==> config.mk <==
export PLATFORM = sky130hd
export DESIGN_NAME = serial_tx_flat
export DESIGN_NICKNAME = d
export VERILOG_FILES = /design/src/rtl/serial_tx_if.sv /design/src/rtl/serial_tx.sv /design/src/flat_wrapper.sv
export SDC_FILE = /design/constraint.sdc
export NUM_CORES = 1
export LEC_CHECK = 0
export ABC_AREA = 1
export CAP_MARGIN = 10
export CORE_UTILIZATION = 48
export CTS_CLUSTER_SIZE = 28
export DETAILED_ROUTE_END_ITERATION = 16
export GPL_TIMING_DRIVEN = 1
export MAX_ROUTING_LAYER = met4
export PLACE_DENSITY = 0.83
export RECOVER_POWER = 100
export SLEW_MARGIN = 0
export SYNTH_ARGS = -nofsm -noshare
export SYNTH_HDL_FRONTEND = slang
export SYNTH_SLANG_ARGS = --single-unit
==> constraint.sdc <==
create_clock -name clk -period 1.3 [get_ports clk]
set_input_delay 0.13 -clock clk [delete_from_list [all_inputs] [get_ports clk]]
set_output_delay 0.13 -clock clk [all_outputs]
set_load 0.005 [all_outputs]
==> src/rtl/serial_tx_if.sv <==
// Word-source to serial transmitter link: parallel word handshake in, serial bit/command stream out.
// master = word source, slave = transmitter.
interface serial_tx_if #(
  parameter int WIDTH = 4
);
  logic [WIDTH-1:0] data_in;
  logic             dir;
  logic             valid;
  logic             ready;
  logic             serial_out;
  logic [1:0]       op_out;
  logic             busy;
  logic             done;

  modport master (
    output data_in, dir, valid,
    input  ready, serial_out, op_out, busy, done
  );

  modport slave (
    input  data_in, dir, valid,
    output ready, serial_out, op_out, busy, done
  );
endinterface

==> src/rtl/serial_tx.sv <==
// Parallel-to-serial transmitter driving a shift-register receiver (bit + shift command per cycle).
// Latency: first bit one clock after accept; WIDTH shift cycles, then a one-cycle done pulse.
// Backpressure: ready only in IDLE; valid while busy is dropped, the source must hold it.
module serial_tx #(
  parameter int WIDTH = 4
) (
  input  logic        clk,
  input  logic        reset,
  serial_tx_if.slave  bus
);
  localparam int            CW       = (WIDTH > 2) ? $clog2(WIDTH) : 1;
  localparam logic [CW-1:0] LAST     = CW'(WIDTH - 1);
  localparam logic [1:0]    OP_HOLD  = 2'b00;
  localparam logic [1:0]    OP_LEFT  = 2'b01;
  localparam logic [1:0]    OP_RIGHT = 2'b10;

  typedef enum logic [1:0] {
    IDLE  = 2'b00,
    SHIFT = 2'b01,
    DONE  = 2'b10
  } state_t;

  state_t           state_q, state_d;
  logic [WIDTH-1:0] shreg_q, shreg_d;
  logic [CW-1:0]    cnt_q, cnt_d;
  logic             dir_q, dir_d;
  logic             ready_q, ready_d;
  logic             busy_q, busy_d;
  logic             done_q, done_d;
  logic             ser_q, ser_d;
  logic [1:0]       op_q, op_d;

  always_ff @(posedge clk) begin
    if (reset) begin
      state_q <= IDLE;
      shreg_q <= '0;
      cnt_q   <= '0;
      dir_q   <= 1'b0;
      ready_q <= 1'b1;
      busy_q  <= 1'b0;
      done_q  <= 1'b0;
      ser_q   <= 1'b0;
      op_q    <= OP_HOLD;
    end else begin
      state_q <= state_d;
      shreg_q <= shreg_d;
      cnt_q   <= cnt_d;
      dir_q   <= dir_d;
      ready_q <= ready_d;
      busy_q  <= busy_d;
      done_q  <= done_d;
      ser_q   <= ser_d;
      op_q    <= op_d;
    end
  end

  // Outputs are computed for the next cycle so every port comes straight from a flop.
  always_comb begin
    state_d = state_q;
    shreg_d = shreg_q;
    cnt_d   = cnt_q;
    dir_d   = dir_q;
    ready_d = 1'b0;
    busy_d  = 1'b0;
    done_d  = 1'b0;
    ser_d   = 1'b0;
    op_d    = OP_HOLD;
    case (state_q)
      IDLE: begin
        if (bus.valid && ready_q) begin
          state_d = SHIFT;
          shreg_d = bus.data_in;
          dir_d   = bus.dir;
          cnt_d   = '0;
          busy_d  = 1'b1;
          op_d    = bus.dir ? OP_RIGHT : OP_LEFT;
          ser_d   = bus.dir ? bus.data_in[0] : bus.data_in[WIDTH-1];
        end else begin
          ready_d = 1'b1;
        end
      end
      SHIFT: begin
        if (cnt_q == LAST) begin
          state_d = DONE;
          done_d  = 1'b1;
        end else begin
          // The bit to present next sits one position inward from the outgoing end.
          cnt_d   = cnt_q + CW'(1);
          shreg_d = dir_q ? (shreg_q >> 1) : (shreg_q << 1);
          busy_d  = 1'b1;
          op_d    = dir_q ? OP_RIGHT : OP_LEFT;
          ser_d   = dir_q ? shreg_q[1] : shreg_q[WIDTH-2];
        end
      end
      DONE: begin
        state_d = IDLE;
        ready_d = 1'b1;
      end
      default: begin
        state_d = IDLE;
        ready_d = 1'b1;
      end
    endcase
  end

  assign bus.ready      = ready_q;
  assign bus.busy       = busy_q;
  assign bus.done       = done_q;
  assign bus.serial_out = ser_q;
  assign bus.op_out     = op_q;
endmodule

==> src/flat_wrapper.sv <==
// flat-port wrapper written by rule: the top's interface ports become plain ports
module serial_tx_flat 
#(
  parameter int WIDTH = 4
)
  (clk, reset, bus_data_in, bus_dir, bus_valid, bus_ready, bus_serial_out, bus_op_out, bus_busy, bus_done);
  serial_tx_if #(.WIDTH(WIDTH)) bus_i ();
  input  logic clk;
  input  logic reset;
  input wire logic [$bits(bus_i.data_in)-1:0] bus_data_in;
  input wire logic [$bits(bus_i.dir)-1:0] bus_dir;
  input wire logic [$bits(bus_i.valid)-1:0] bus_valid;
  output wire logic [$bits(bus_i.ready)-1:0] bus_ready;
  output wire logic [$bits(bus_i.serial_out)-1:0] bus_serial_out;
  output wire logic [$bits(bus_i.op_out)-1:0] bus_op_out;
  output wire logic [$bits(bus_i.busy)-1:0] bus_busy;
  output wire logic [$bits(bus_i.done)-1:0] bus_done;
  assign bus_i.data_in = bus_data_in;
  assign bus_i.dir = bus_dir;
  assign bus_i.valid = bus_valid;
  assign bus_ready = bus_i.ready;
  assign bus_serial_out = bus_i.serial_out;
  assign bus_op_out = bus_i.op_out;
  assign bus_busy = bus_i.busy;
  assign bus_done = bus_i.done;
  serial_tx #(.WIDTH(WIDTH)) u_core (.clk(clk), .reset(reset), .bus(bus_i));
endmodule
==> impl_metrics.sql, run 1 <==
INSERT INTO impl_metrics (metric_group, metric, value, unit) VALUES
('placed_design', 'placement.setup.worst_slack', '108.5', 'ps'),
('cts', 'post-cts-setup-buffers', '0', ''),
('timing', 'timing.final.ws_setup', '71.47', 'ps'),
('setup_path', 'critical_path_cell_by_cell', 'clkdlybuf4s50_1', ''),
('floorplan', 'fp.dieArea', '1611', 'sq um'),
('setup_path', 'buffering_stage_count_on_the_worst_path_with_inverters_included', '1', ''),
('synthesis', 'synthesis_stage_register_bit_count', '15', ''),
('final_layout', 'nNetsFinal', '127', ''),
('final_layout', 'mostFrequentLayoutCell', 'sky130_fd_sc_hd__nand2_1', ''),
('setup_path', 'criticalPathCategory', 'flop to output port', ''),
('timing', 'timing.final.max_slew_violations', '0', ''),
('synthesis', 'synth.lib_cells_used.distinct', '16', ''),
('floorplan', 'die_span_in_x', '40.14', 'um'),
('timing', 'timing.max_slew.rel_slack', '0.8022', ''),
('placed_design', 'sum_of_net_half_perimeters_after_detailed_placement', '1095', 'um'),
('cts', 'holdBufCountCts', '0', ''),
('final_layout', 'multi_input_comb_area', '334.1', 'sq um'),
('routing', 'tritonroute_pass_1_iters', '4', ''),
('cts', 'cts_sinks', '15', ''),
('routing', 'route.detailed.drc', '0', ''),
('cts', 'clk_transition_reported_paths', '90', 'ps'),
('grt', 'grt_max_degree', '11', ''),
('final_layout', 'mostFrequentLayoutCells', '28 x sky130_fd_sc_hd__nand2_1, 17 x sky130_fd_sc_hd__nor2_1, 15 x sky130_fd_sc_hd__dfxtp_1, 11 x sky130_fd_sc_hd__inv_1, 11 x sky130_fd_sc_hd__clkdlybuf4s50_1', ''),
('min_path', 'hold_start', 'u_core.cnt_q[1]', ''),
('timing', 'number_of_failing_hold_endpoints_at_the_final_stage', '0', ''),
('cts', 'numCtsBuffers', '3', ''),
('setup_path', 'r2r_slack', '110', 'ps'),
('min_path', 'hp-class', 'flop to flop', ''),
('grt', 'groute.layer.met3.usage', '0.08333', ''),
('pwr', 'power_per_cell_area', '1122', 'nW/um^2'),
('final_layout', 'layout.core_utilization', '0.6520', ''),
('grt', 'grt_util_met2', '0.3468', ''),
('cts', 'ctsResizeCount', '0', ''),
('synthesis', 'post-synth-top-area-fraction', '0.4301', ''),
('grt', 'track_usage', '0.2288', ''),
('timing', 'final.period_utilization', '0.9450', ''),
('floorplan', 'coreArea', '1334', 'sq um'),
('cts', 'tritoncts_clock_tree', 'yes', ''),
('cts', 'insertion_delay', '290', 'ps'),
('grt', 'first_global_vias', '517', ''),
('grt', 'globalRouteMet1Util', '0.2576', ''),
('routing', 'drt.antenna.violating_nets', '0', ''),
('run', 'max_cap_violations', '0', ''),
('routing', 'vias_per_cell', '5.045', ''),
('routing', 'routed_wl', '1402', 'um'),
('setup_path', 'worst_stage_delay_on_the_critical_path', '490', 'ps'),
('cts', 'clock_tree.htree_level_count', '1', ''),
('setup_path', 'worstSetupEndpointType', 'output port', ''),
('run_status', 'status', 'completed', ''),
('cts', 'clock_tree.buffer_depth', '2', ''),
('setup_path', 'worst-path-max-fanout', '1', ''),
('placed_design', 'portBuffers', '13', ''),
('setup_path', 'setup.worst_path.start_class', 'flop', ''),
('pwr', 'power.static_leakage', '0.4057', 'nW'),
('timing', 'fmax', '814.0', 'MHz'),
('pwr', 'ir_drop_worst_case_vdd', '0.5558', 'mV'),
('timing', 'setup_violations', '0', ''),
('synthesis', 'yosys_warnings', '0', ''),
('setup_path', 'ff2ff_path_depth', '5', ''),
('floorplan', 'dieHeight', '40.14', 'um'),
('floorplan', 'fp-row-count', '13', ''),
('timing', 'finalWorstPathRequiredPeriod', '1229', 'ps'),
('floorplan', 'initial_core_util', '0.5235', ''),
('synthesis', 'largest_cells_by_area_after_synthesis', 'sky130_fd_sc_hd__dfxtp_1 43%, sky130_fd_sc_hd__nand2_1 15%, sky130_fd_sc_hd__nor2_1 9.1%', ''),
('timing', 'setup-tns-final', '0', 'ps'),
('grt', 'grt_pass1_wl', '2228', 'um'),
('min_path', 'min_delay_path_depth', '2', ''),
('grt', 'gr-total-overflow', '0', ''),
('routing', 'drt-wirelength-per-cell', '10.62', 'um'),
('final_layout', 'final.fill_count', '128', ''),
('routing', 'routed-via-count', '666', '');
report_power, final:
group | switching (mW) | total [mW] | internal [mW]
clock network | 0.158 | 0.273 | 0.115
registers | 0.0247 | 0.517 | 0.493
logic | 0.0991 | 0.185 | 0.0864
worst max path at each step:
stage,from,end,cells after the start
2_1_floorplan,u_core.cnt_q[0],u_core.shreg_q[0],5
3_3_place_gp,bus_valid,u_core.shreg_q[1],7
3_5_place_dp,bus_valid,u_core.shreg_q[1],7
4_1_cts,u_core.bus.ready,bus_ready,1
5_1_grt,u_core.bus.op_out[1],bus_op_out[1],1
6_report,u_core.bus.done,bus_done,1
cell families (layout without fill, tap and decap cells):
group | count (synthesis) | in the layout | synth area share
compound gates | 9 | 9 | 0.06988
simple gates | 61 | 61 | 0.4014
flops | 15 | 15 | 0.4301
buf+inv | 15 | 31 | 0.08065
fa+ha+maj | 1 | 1 | 0.01792
cells in the mapped netlist:
master                     number
sky130_fd_sc_hd__nor2_1        17
sky130_fd_sc_hd__ha_1           1
sky130_fd_sc_hd__o21ai_1        1
sky130_fd_sc_hd__o21ai_0        2
sky130_fd_sc_hd__a21oi_1        5
sky130_fd_sc_hd__nand3_2        1
sky130_fd_sc_hd__nand2_4        3
sky130_fd_sc_hd__dfxtp_1       15
sky130_fd_sc_hd__inv_1         11
sky130_fd_sc_hd__inv_2          2
sky130_fd_sc_hd__clkbuf_1       2
sky130_fd_sc_hd__nand3_1       10
sky130_fd_sc_hd__nor3_1         2
sky130_fd_sc_hd__nor2_4         1
sky130_fd_sc_hd__a21oi_2        1
sky130_fd_sc_hd__nand2_1       27
final cells by class:
| type | instances | share of cell area |
|---|---|---|
| well taps | 15 | 0.02158 |
| clock inverters | 1 | 0.005755 |
| clock buffers | 3 | 0.02590 |
| inverters | 13 | 0.05612 |
| repair buffers | 14 | 0.1612 |
| multi-input cells | 71 | 0.3842 |
| flip-flops and latches | 15 | 0.3453 |
stage by stage:
stage	hold slack, ps	instances	power [mW]
6_report	491.7	132	0.9758
3_5_place_dp	475.9	128	0.7204
2_1_floorplan	313.1	101	0.6467
3_3_place_gp	466.6	128	0.7150
5_1_grt	519.8	132	1.042
4_1_cts	489.0	132	0.9918
worst register-to-register path: stages (launching register included):
cell and delay (ps):
sky130_fd_sc_hd__dfxtp_1 330, sky130_fd_sc_hd__ha_1 230, sky130_fd_sc_hd__a21oi_2 250, sky130_fd_sc_hd__nand3_1 130, sky130_fd_sc_hd__nor2_1 110, sky130_fd_sc_hd__nor2_1 50
per-layer routing:
metal / wire length (um) / vias to the layer above
li1: - / 350
met1: 611 / 290
met2: 681 / 22
met3: 85 / 4
met4: 23 / 0
met5: 0 / -
state kept, by name, indices dropped and copies added (netlist names):
name / count
u_core.bus.ready: 1
u_core.bus.done: 1
u_core.cnt_q: 2
u_core.bus.serial_out: 1
u_core.dir_q: 1
u_core.state_q: 2
u_core.shreg_q: 4
u_core.bus.busy: 1
u_core.bus.op_out: 2
No activity file was read; power rests on OpenSTA's default activity.
==> inputs of run 2 (changes only) <==
--- a/config.mk
+++ b/config.mk
@@ -7,10 +7,12 @@
 export LEC_CHECK = 0
 export ABC_AREA = 1
 export CAP_MARGIN = 10
+export CORE_MARGIN = 8
 export CORE_UTILIZATION = 48
 export CTS_CLUSTER_SIZE = 28
 export DETAILED_ROUTE_END_ITERATION = 16
 export GPL_TIMING_DRIVEN = 1
+export HOLD_SLACK_MARGIN = 0.1
 export MAX_ROUTING_LAYER = met4
 export PLACE_DENSITY = 0.83
 export RECOVER_POWER = 100
==> run 2 against run 1 <==
Net effect: sequential power barely moved; non-clock buffer count stayed put; combinational power barely moved; clock power down 4%; hold slack better by 5.6 ps; cell area fell by 0.43%; global-route usage is 11 points lower; critical path depth unchanged; wire length rose by 3.5%; die area rose by 82%; via count decreased by 2.6%; flip-flop and latch count is the same; largest power group unchanged; highest routed layer unchanged.
==> impl_metrics.sql, run 2 (synthesis gave the netlist of run 1 again) <==
INSERT INTO impl_metrics (metric_group, metric, value, unit) VALUES
('run_status', 'status', 'completed', ''),
('floorplan', 'coreArea', '1334', 'sq um'),
('setup_path', 'worstSetupEndpointType', 'output port', ''),
('grt', 'grt_max_degree', '11', ''),
('setup_path', 'worst_stage_delay_on_the_critical_path', '500', 'ps'),
('final_layout', 'multi_input_comb_area', '334.1', 'sq um'),
('placed_design', 'place_congestion', '0.8534', ''),
('final_layout', 'layout_area_overhead', '24.01', '%'),
('placed_design', 'portBuffers', '13', ''),
('routing', 'vias_per_cell', '4.917', ''),
('timing', 'tightest_slew', '298.3', 'ps'),
('floorplan', 'boundaryPins', '14', ''),
('final_layout', 'mostFrequentLayoutCell', 'sky130_fd_sc_hd__nand2_1', ''),
('setup_path', 'worst-path-max-fanout', '1', ''),
('routing', 'drt-wirelength-per-cell', '10.99', 'um'),
('setup_path', 'critical_path_required', '1170', 'ps'),
('pwr', 'ir_drop_worst_case_vdd', '0.9638', 'mV'),
('final_layout', 'regArea', '300.3', 'sq um'),
('setup_path', 'setup.worst_path.start_class', 'flop', ''),
('setup_path', 'criticalPathCategory', 'flop to output port', ''),
('final_layout', 'nNetsFinal', '127', ''),
('grt', 'antenna_found_initial', '0', ''),
('final_layout', 'final.fill_count', '123', ''),
('placed_design', 'placement.setup.worst_slack', '94.58', 'ps'),
('routing', 'routed-via-count', '649', ''),
('floorplan', 'dieHeight', '54.14', 'um'),
('cts', 'ctsResizeCount', '0', ''),
('setup_path', 'crit_arrival', '1110', 'ps'),
('cts', 'numCtsBuffers', '3', ''),
('grt', 'track_usage', '0.1222', ''),
('routing', 'drt.antenna.violating_nets', '0', ''),
('setup_path', 'buffering_stage_count_on_the_worst_path_with_inverters_included', '1', ''),
('cts', 'cts_sinks', '15', ''),
('cts', 'cts.root.buffer_cell', 'sky130_fd_sc_hd__clkbuf_4', ''),
('run', 'max_cap_violations', '0', ''),
('grt', 'first_global_vias', '584', ''),
('timing', 'timing.max_slew.rel_slack', '0.8008', ''),
('timing', 'setup-tns-final', '0', 'ps'),
('setup_path', 'critical-path-top-delay-family', 'buffers and inverters', ''),
('setup_path', 'critical_path_cell_by_cell', 'clkdlybuf4s50_1', ''),
('setup_path', 'timing.critical_path.depth', '1', ''),
('timing', 'timing.clock.skew', '1.580', 'ps'),
('grt', 'globalRouteMet1Util', '0.1271', ''),
('floorplan', 'fp-row-count', '13', ''),
('timing', 'final.period_utilization', '0.9533', ''),
('cts', 'post-cts-setup-buffers', '0', ''),
('setup_path', 'worst_path_max_delay_cell', 'sky130_fd_sc_hd__clkdlybuf4s50_1', ''),
('placed_design', 'sum_of_net_half_perimeters_after_detailed_placement', '1159', 'um'),
('timing', 'setup_violations', '0', ''),
('grt', 'grt_util_met2', '0.1775', ''),
('cts', 'clock_tree.htree_level_count', '1', ''),
('cts', 'tritoncts_clock_tree', 'yes', ''),
('cts', 'clock_tree.buffer_depth', '2', ''),
('cts', 'holdBufCountCts', '0', ''),
('floorplan', 'die_span_in_x', '54.14', 'um'),
('grt', 'grt_pass1_wl', '2470', 'um'),
('routing', 'initialDrtViolationCount', '6', ''),
('cts', 'insertion_delay', '280', 'ps'),
('pwr', 'power.static_leakage', '0.3992', 'nW'),
('routing', 'route.detailed.drc', '0', ''),
('routing', 'routed_wl', '1451', 'um'),
('routing', 'tritonroute_pass_1_iters', '4', ''),
('timing', 'timing.final.max_slew_violations', '0', ''),
('final_layout', 'layout.core_utilization', '0.6492', ''),
('timing', 'number_of_failing_hold_endpoints_at_the_final_stage', '0', ''),
('min_path', 'min_delay_path_depth', '2', ''),
('final_layout', 'antenna-diode-count', '0', ''),
('final_layout', 'layout-drive-gt1-share', '0.09402', ''),
('grt', 'grt_busiest_layer', 'met2', ''),
('floorplan', 'initial_core_util', '0.5235', ''),
('pwr', 'power_per_cell_area', '1114', 'nW/um^2'),
('floorplan', 'fp.dieArea', '2931', 'sq um'),
('setup_path', 'ff2ff_path_depth', '5', ''),
('final_layout', 'mostFrequentLayoutCells', '28 x sky130_fd_sc_hd__nand2_1, 17 x sky130_fd_sc_hd__nor2_1, 15 x sky130_fd_sc_hd__dfxtp_1, 12 x sky130_fd_sc_hd__clkdlybuf4s50_1, 11 x sky130_fd_sc_hd__inv_1', ''),
('final_layout', 'number_of_flip_flops_in_the_largest_register', '4', ''),
('final_layout', 'largest_register', 'u_core.shreg_q', ''),
('timing', 'fmax', '806.9', 'MHz'),
('timing', 'timing.final.ws_setup', '60.67', 'ps'),
('timing', 'finalWorstPathRequiredPeriod', '1239', 'ps'),
('grt', 'groute.layer.met3.usage', '0.03581', ''),
('cts', 'clk_transition_reported_paths', '80', 'ps'),
('timing', 'rsz_0062_raised_after_global_routing', 'false', ''),
('min_path', 'hp-class', 'flop to flop', ''),
('grt', 'gr-total-overflow', '0', '');
==> run 2: changes by cell type in the layout (fill, tap and decap cells not counted), sizes merged <==
| cell | before | now |
|---|---|---|
| clkbuf | 3 | 4 |
| clkdlybuf4s50 | 11 | 12 |
| clkinv | 1 | 0 |
| dlymetal6s2s | 1 | 0 |
==> run 2: final timing paths <==
kind	startpoint	endpoint	slack [ps]
hold / removal	u_core.cnt_q[1]	u_core.cnt_q[1]	500
hold reg to reg	u_core.cnt_q[1]	u_core.cnt_q[1]	500
setup / recovery	u_core.bus.done	bus_done	60
setup reg to reg	u_core.cnt_q[0]	u_core.shreg_q[3]	110
==> run 2: power by group <==
group	internal, mW	switching [mW]	total [mW]
clock	0.119	0.143	0.262
sequential	0.493	0.0246	0.517
combinational	0.0871	0.0981	0.185
==> run 2: area by class of cell <==
class	count	share of cell area
multi-input combinational	71	0.3858
sequential	15	0.3468
timing repair buffer	14	0.1590
inverter	13	0.05636
clock buffer	4	0.03035
tap	15	0.02168
==> run 2: metrics by stage <==
stage	area, sq um	total power [mW]	hold slack [ps]	std cells
4_1_cts	873.3	0.9831	483.4	132
3_5_place_dp	847.1	0.7203	471.6	128
2_1_floorplan	698.2	0.6467	313.1	101
5_1_grt	865.8	1.028	534.2	132
6_report	865.8	0.9646	497.3	132
3_3_place_gp	847.1	0.7156	463.2	128
==> run 2: per-layer routing <==
layer	share of wire	wire length, um
met5	0	0
met2	0.43	628
met3	0.099	144
met1	0.43	619
met4	0.041	59
